File: src/rtl/peripheral_uart_wb_sequencer.sv
// Wishbone classic master for the 8-bit register port of a 16550-style UART.
// After reset it writes the divisor latch, LCR, FCR and IER. It then polls LSR
// and moves bytes between the THR/RBR registers and two valid/ready streams.
module peripheral_uart_wb_sequencer #(
  parameter logic [15:0] DIVISOR     = 16'd27,
  parameter logic [7:0]  LCR_VAL     = 8'h03,
  parameter logic [7:0]  FCR_VAL     = 8'h07,
  parameter logic [7:0]  IER_VAL     = 8'h00,
  parameter logic [7:0]  ACK_TIMEOUT = 8'd255
) (
  input  logic       wb_clk_i,
  input  logic       wb_rst_i,
  output logic [2:0] wbm_adr_o,
  output logic [7:0] wbm_dat_o,
  input  logic [7:0] wbm_dat_i,
  output logic       wbm_we_o,
  output logic       wbm_stb_o,
  output logic       wbm_cyc_o,
  output logic [3:0] wbm_sel_o,
  input  logic       wbm_ack_i,
  input  logic [7:0] tx_data_i,
  input  logic       tx_valid_i,
  output logic       tx_ready_o,
  output logic [7:0] rx_data_o,
  output logic       rx_valid_o,
  input  logic       rx_ready_i,
  output logic       init_done_o,
  output logic       err_o
);

  typedef enum logic [3:0] {
    S_INIT0, S_INIT1, S_INIT2, S_INIT3, S_INIT4, S_INIT5,
    S_POLL, S_RXRD, S_TXWR
  } state_t;

  localparam logic [2:0] ADR_RBR_THR = 3'd0;
  localparam logic [2:0] ADR_IER_DLM = 3'd1;
  localparam logic [2:0] ADR_FCR     = 3'd2;
  localparam logic [2:0] ADR_LCR     = 3'd3;
  localparam logic [2:0] ADR_LSR     = 3'd5;

  state_t     state;
  logic       busy;       // a bus cycle is in flight (cyc = stb)
  logic [7:0] tmo_cnt;
  logic       tx_full;
  logic [7:0] tx_hold;

  logic [2:0] req_adr;
  logic [7:0] req_dat;
  logic       req_we;

  logic xfer_done;
  logic tx_take;

  assign wbm_cyc_o  = busy;
  assign wbm_stb_o  = busy;
  assign wbm_sel_o  = 4'b0001;
  assign tx_ready_o = init_done_o && !tx_full;
  assign tx_take    = tx_valid_i && tx_ready_o;
  assign xfer_done  = busy && wbm_ack_i;

  // Bus request (address, data, direction) implied by the current state.
  always_comb begin
    // NOTE: defaults first so every path assigns every output; no latches.
    req_adr = ADR_RBR_THR;
    req_dat = 8'h00;
    req_we  = 1'b0;
    case (state)
      S_INIT0: begin req_adr = ADR_LCR;     req_dat = LCR_VAL | 8'h80;   req_we = 1'b1; end
      S_INIT1: begin req_adr = ADR_RBR_THR; req_dat = DIVISOR[7:0];      req_we = 1'b1; end
      S_INIT2: begin req_adr = ADR_IER_DLM; req_dat = DIVISOR[15:8];     req_we = 1'b1; end
      S_INIT3: begin req_adr = ADR_LCR;     req_dat = LCR_VAL & 8'h7F;   req_we = 1'b1; end
      S_INIT4: begin req_adr = ADR_FCR;     req_dat = FCR_VAL;           req_we = 1'b1; end
      S_INIT5: begin req_adr = ADR_IER_DLM; req_dat = IER_VAL;           req_we = 1'b1; end
      S_POLL:  begin req_adr = ADR_LSR; end
      S_RXRD:  begin req_adr = ADR_RBR_THR; end
      S_TXWR:  begin req_adr = ADR_RBR_THR; req_dat = tx_hold;           req_we = 1'b1; end
      default: ;
    endcase
  end

  // Sequencer FSM: start a transfer from idle, finish on ack or on timeout.
  // The cycle after every completion has busy=0, giving the required idle gap.
  always_ff @(posedge wb_clk_i or posedge wb_rst_i) begin
    if (wb_rst_i) begin
      state       <= S_INIT0;
      busy        <= 1'b0;
      wbm_adr_o   <= 3'd0;
      wbm_dat_o   <= 8'h00;
      wbm_we_o    <= 1'b0;
      tmo_cnt     <= 8'd0;
      init_done_o <= 1'b0;
      err_o       <= 1'b0;
    end else begin
      // NOTE: non-blocking assignments keep every register updating from
      // pre-edge values, independent of statement order.
      err_o <= 1'b0;
      if (!busy) begin
        busy      <= 1'b1;
        wbm_adr_o <= req_adr;
        wbm_dat_o <= req_dat;
        wbm_we_o  <= req_we;
        tmo_cnt   <= 8'd0;
      end else if (wbm_ack_i) begin
        busy     <= 1'b0;
        wbm_we_o <= 1'b0;
        case (state)
          S_INIT0: state <= S_INIT1;
          S_INIT1: state <= S_INIT2;
          S_INIT2: state <= S_INIT3;
          S_INIT3: state <= S_INIT4;
          S_INIT4: state <= S_INIT5;
          S_INIT5: begin
            init_done_o <= 1'b1;
            state       <= S_POLL;
          end
          S_POLL: begin
            // LSR bit 0 = data ready, bit 5 = THR empty; RX wins over TX.
            if (wbm_dat_i[0] && !rx_valid_o)
              state <= S_RXRD;
            else if (wbm_dat_i[5] && tx_full)
              state <= S_TXWR;
            else
              state <= S_POLL;
          end
          default: state <= S_POLL;
        endcase
      end else if (tmo_cnt == ACK_TIMEOUT - 8'd1) begin
        busy     <= 1'b0;
        wbm_we_o <= 1'b0;
        err_o    <= 1'b1;
        state    <= init_done_o ? S_POLL : S_INIT0;
      end else begin
        tmo_cnt <= tmo_cnt + 8'd1;
      end
    end
  end

  // TX holding register: filled by the stream handshake, emptied by the THR write ack.
  always_ff @(posedge wb_clk_i or posedge wb_rst_i) begin
    if (wb_rst_i) begin
      tx_full <= 1'b0;
      tx_hold <= 8'h00;
    end else if (tx_take) begin
      tx_full <= 1'b1;
      tx_hold <= tx_data_i;
    end else if (xfer_done && state == S_TXWR) begin
      tx_full <= 1'b0;
    end
  end

  // RX holding register: a completing RBR read wins over a same-cycle consume.
  always_ff @(posedge wb_clk_i or posedge wb_rst_i) begin
    if (wb_rst_i) begin
      rx_valid_o <= 1'b0;
      rx_data_o  <= 8'h00;
    end else if (xfer_done && state == S_RXRD) begin
      rx_valid_o <= 1'b1;
      rx_data_o  <= wbm_dat_i;
    end else if (rx_valid_o && rx_ready_i) begin
      rx_valid_o <= 1'b0;
    end
  end

endmodule

File: config.mk
export PLATFORM = sky130hd
export DESIGN_NAME = peripheral_uart_wb_sequencer
export DESIGN_NICKNAME = d
export VERILOG_FILES = /design/src/rtl/peripheral_uart_wb_sequencer.sv
export SDC_FILE = /design/constraint.sdc
export NUM_CORES = 1
export LEC_CHECK = 0
export CELL_PAD_IN_SITES_DETAIL_PLACEMENT = 1
export CELL_PAD_IN_SITES_GLOBAL_PLACEMENT = 1
export CORE_MARGIN = 10
export CORE_UTILIZATION = 38
export DETAILED_ROUTE_END_ITERATION = 16
export PLACE_DENSITY_LB_ADDON = 0.1
export SYNTH_ARGS = -nofsm -noshare
export SYNTH_HDL_FRONTEND = slang
export SYNTH_SLANG_ARGS = --single-unit
File: constraint.sdc
create_clock -name wb_clk_i -period 1.9 [get_ports wb_clk_i]
set_clock_uncertainty 0.1 [all_clocks]
set_input_delay 0.38 -clock wb_clk_i [delete_from_list [all_inputs] [get_ports wb_clk_i]]
set_output_delay 0.38 -clock wb_clk_i [all_outputs]
set_load 0.03 [all_outputs]
==> flow_metrics.py <==
metrics = {
    "outcome": {
        "status": "finished clean",
    },
    "placed_design": {
        "place_area_um2": 2766,
        "dp.cells": 320,
        "dp.final_hpwl_um": 4497,
        "portBuffers": 46,
        "finalWeightedCongestion": 0.8037,
    },
    "synth": {
        "seq_area_frac_synth_pct": 53.03,
        "ys_warn_count": 0,
        "synth_edf_count": 0,
        "yosys-top-cells-area": "dfrtp_1 53%, mux2_2 8.5%, nand2_1 3.7%",
        "synth-main-ff-cell": "dfrtp_1",
        "avgSynthCellArea_um2": 11.00,
        "synth_top_area_cell": "dfrtp_1",
        "syn_area_um2": 2123,
        "ys_types": 44,
        "yosysMostFrequentCell": "dfrtp_1",
        "synthesis.instances": 193,
        "synth_commonest_cells": "45 x dfrtp_1, 21 x nand2_1, 16 x mux2_2",
        "synth_top_area_share_pct": 53.03,
        "ys_ff_latch": 45,
        "synthArstFlopShare_pct": 100.0,
    },
    "power_and_ir_drop": {
        "p_leak_nw": 1.278,
        "seqPwrFrac_pct": 39.9,
        "intPower_w": 0.002220,
        "vdd_drop_max_mv": 0.6890,
        "p_per_area_nw_per_um2": 1247,
        "p_comb_share_pct": 43.1,
        "swShare_pct": 37.71,
        "power_frac_clock_pct": 17.0,
        "p_sw_w": 0.001344,
    },
    "critical_path": {
        "r2r_slack_ns": 0.10,
        "arrival_ns": 1.36,
        "cp_cell_sequence": "clkdlybuf4s50_1",
        "critical_path.max_fanout": 3,
        "path_buf_inv": 1,
        "crit_family": "buffers and inverters",
        "crit_type": "flip-flop to primary output",
        "critPathMaxStageDelay_ns": 0.68,
        "critPathSlowestCell": "clkdlybuf4s50_1",
        "critPathCaptureType": "primary output",
        "start_kind": "flip-flop",
        "cp.required_ns": 1.42,
    },
    "detailed_routing": {
        "via_count": 1673,
        "viasPerCell": 5.116,
        "drt_iter0_drc": 85,
        "ant_nets": 0,
        "wirelength_um": 5656,
        "drc": 0,
        "drt_first_pass_iters": 4,
        "wl_per_cell_um": 17.30,
    },
    "floorplanning": {
        "fp.dieArea_um2": 8978,
        "ios": 51,
        "coreArea_um2": 5473,
        "die_h_um": 94.75,
        "die_x_um": 94.75,
        "initial_core_util_pct": 38.80,
        "row_count": 27,
    },
    "timing": {
        "rsz0062_at_grt": "false",
        "slew_viol_final": 0,
        "fin_crit_ns": 1.835,
        "clock.fmax_mhz": 544.9,
        "min_period_over_period_pct": 96.59,
        "setup_violations": 0,
        "whs_ns": 0.3203,
        "timing_hold_violations_final": 0,
    },
    "run": {
        "max_cap_violations": 0,
    },
    "final_layout": {
        "drive_gt1_share_pct": 22.75,
        "fin_cells": 327,
        "fin_area_um2": 2859,
        "finalNetCount": 278,
        "syn_to_final_growth_pct": 34.65,
        "diodes": 0,
    },
    "cts": {
        "root_buffer": "clkbuf_8",
        "htreeDepth": 2,
        "cts_buffers": 5,
        "clkTransAtPathRegs_ns": 0.08,
        "clkSinkCount": 45,
        "clockBufferDepth": 2,
        "clock_latency_ns": 0.29,
        "cts_hold_buffers": 0,
        "cts_setup_buffers": 0,
        "cts_tree": "yes",
    },
    "grt": {
        "grt.met2_usage_pct": 24.37,
        "grt_pass1_wl_um": 9335,
        "antenna_found_initial": 0,
        "use_met3_pct": 4.600,
        "grt_max_degree": 46,
        "use_met1_pct": 13.69,
        "grt-ovfl-total": 0,
        "track_usage_pct": 13.13,
        "grt_pass1_vias": 1917,
        "grt_busiest_layer": "met2",
    },
    "hold_path": {
        "hp-class": "input port to async pin",
    },
}
[per-stage QoR]
stage	power, W	TNS, ns	utilization (%)	setup WS (ns)
2_1_floorplan	0.002352	0	-	0.1357
3_3_place_gp	0.002924	-0.7183	50.55	-0.09063
3_5_place_dp	0.003004	-1.151	50.55	-0.1381
4_1_cts	0.003616	0	52.17	0.01498
5_1_grt	0.003795	0	52.24	0.007247
6_report	0.003564	0	52.24	0.06487
[flip-flops by register name, indices dropped and copies added (netlist names)]
signal and cells:
wbm_dat_o 8, tx_hold 8, tmo_cnt 8, wbm_adr_o 3, rx_valid_o 1, tx_full 1, init_done_o 1, err_o 1
state 4, wbm_we_o 1, wbm_cyc_o 1, rx_data_o 8
[power groups by stage]
stage	Clock (W)	Sequential, W	Combinational (W)
after floorplan	0	0.00173	0.000622
after global placement	0	0.00142	0.00151
after detailed placement	0	0.00145	0.00156
after CTS	0.000626	0.00143	0.00156
after global routing	0.000670	0.00147	0.00166
final	0.000606	0.00142	0.00154
[layer usage]
layer / up-vias / wire length (µm)
li1: 791 / -
met1: 837 / 2188
met2: 39 / 3041
met3: 6 / 359
met4: 0 / 68
met5: - / 0
[placed cells by master (no fill, tap or decap), drive strengths merged, types with 3 or more instances in the layout]
master         count
dfrtp             45
clkdlybuf4s50     43
buf               22
nand2             21
mux2              16
o21ai             13
a21oi              8
and2               7
nand3              6
clkbuf             6
inv                6
nor2b              5
o31ai              5
nor2               5
nand2b             4
conb               4
nand4              4
a31oi              3
[kinds of logic (layout without fill, tap and decap cells)]
logic type | count (synthesis) | count (layout) | share of synthesized area (%)
other cells | 2 | 4 | 0.3537
buf+inv | 20 | 80 | 5.362
simple gates | 63 | 63 | 16.74
mux | 16 | 16 | 8.485
xor+xnor | 3 | 3 | 1.238
compound gates | 42 | 42 | 13.61
fa+ha+maj | 2 | 2 | 1.178
flops | 45 | 45 | 53.03
[layout make-up]
| cell class | count | area [µm²] |
|---|---|---|
| Clock buffer | 6 | 82.58 |
| Clock inverter | 1 | 7.507 |
| Inverter | 7 | 26.28 |
| Timing Repair Buffer | 66 | 629.4 |
| Fill cell | 620 | 2614 |
| Sequential cell | 45 | 1127 |
| Multi-Input combinational cell | 130 | 895.9 |
| Tap cell | 72 | 90.09 |
[worst paths after layout]
kind | start | to | depth (start not counted)
max | rx_valid_o | rx_valid_o | 1
min reg2reg | wbm_dat_o[7] | wbm_dat_o[7] | 2
max in group asynchronous | wb_rst_i | wbm_cyc_o | 3
min in group wb_clk_i | wbm_dat_o[7] | wbm_dat_o[7] | 2
max reg2reg | tmo_cnt[0] | state[2] | 7
min | wb_rst_i | state[3] | 3
[timing repair]
action | in CTS | in global routing
gates resized for setup | 1 | 3
setup endpoints to repair | 1 | 3
pin swaps | 0 | 0
Note: power is estimated with default switching activity, not from simulation.
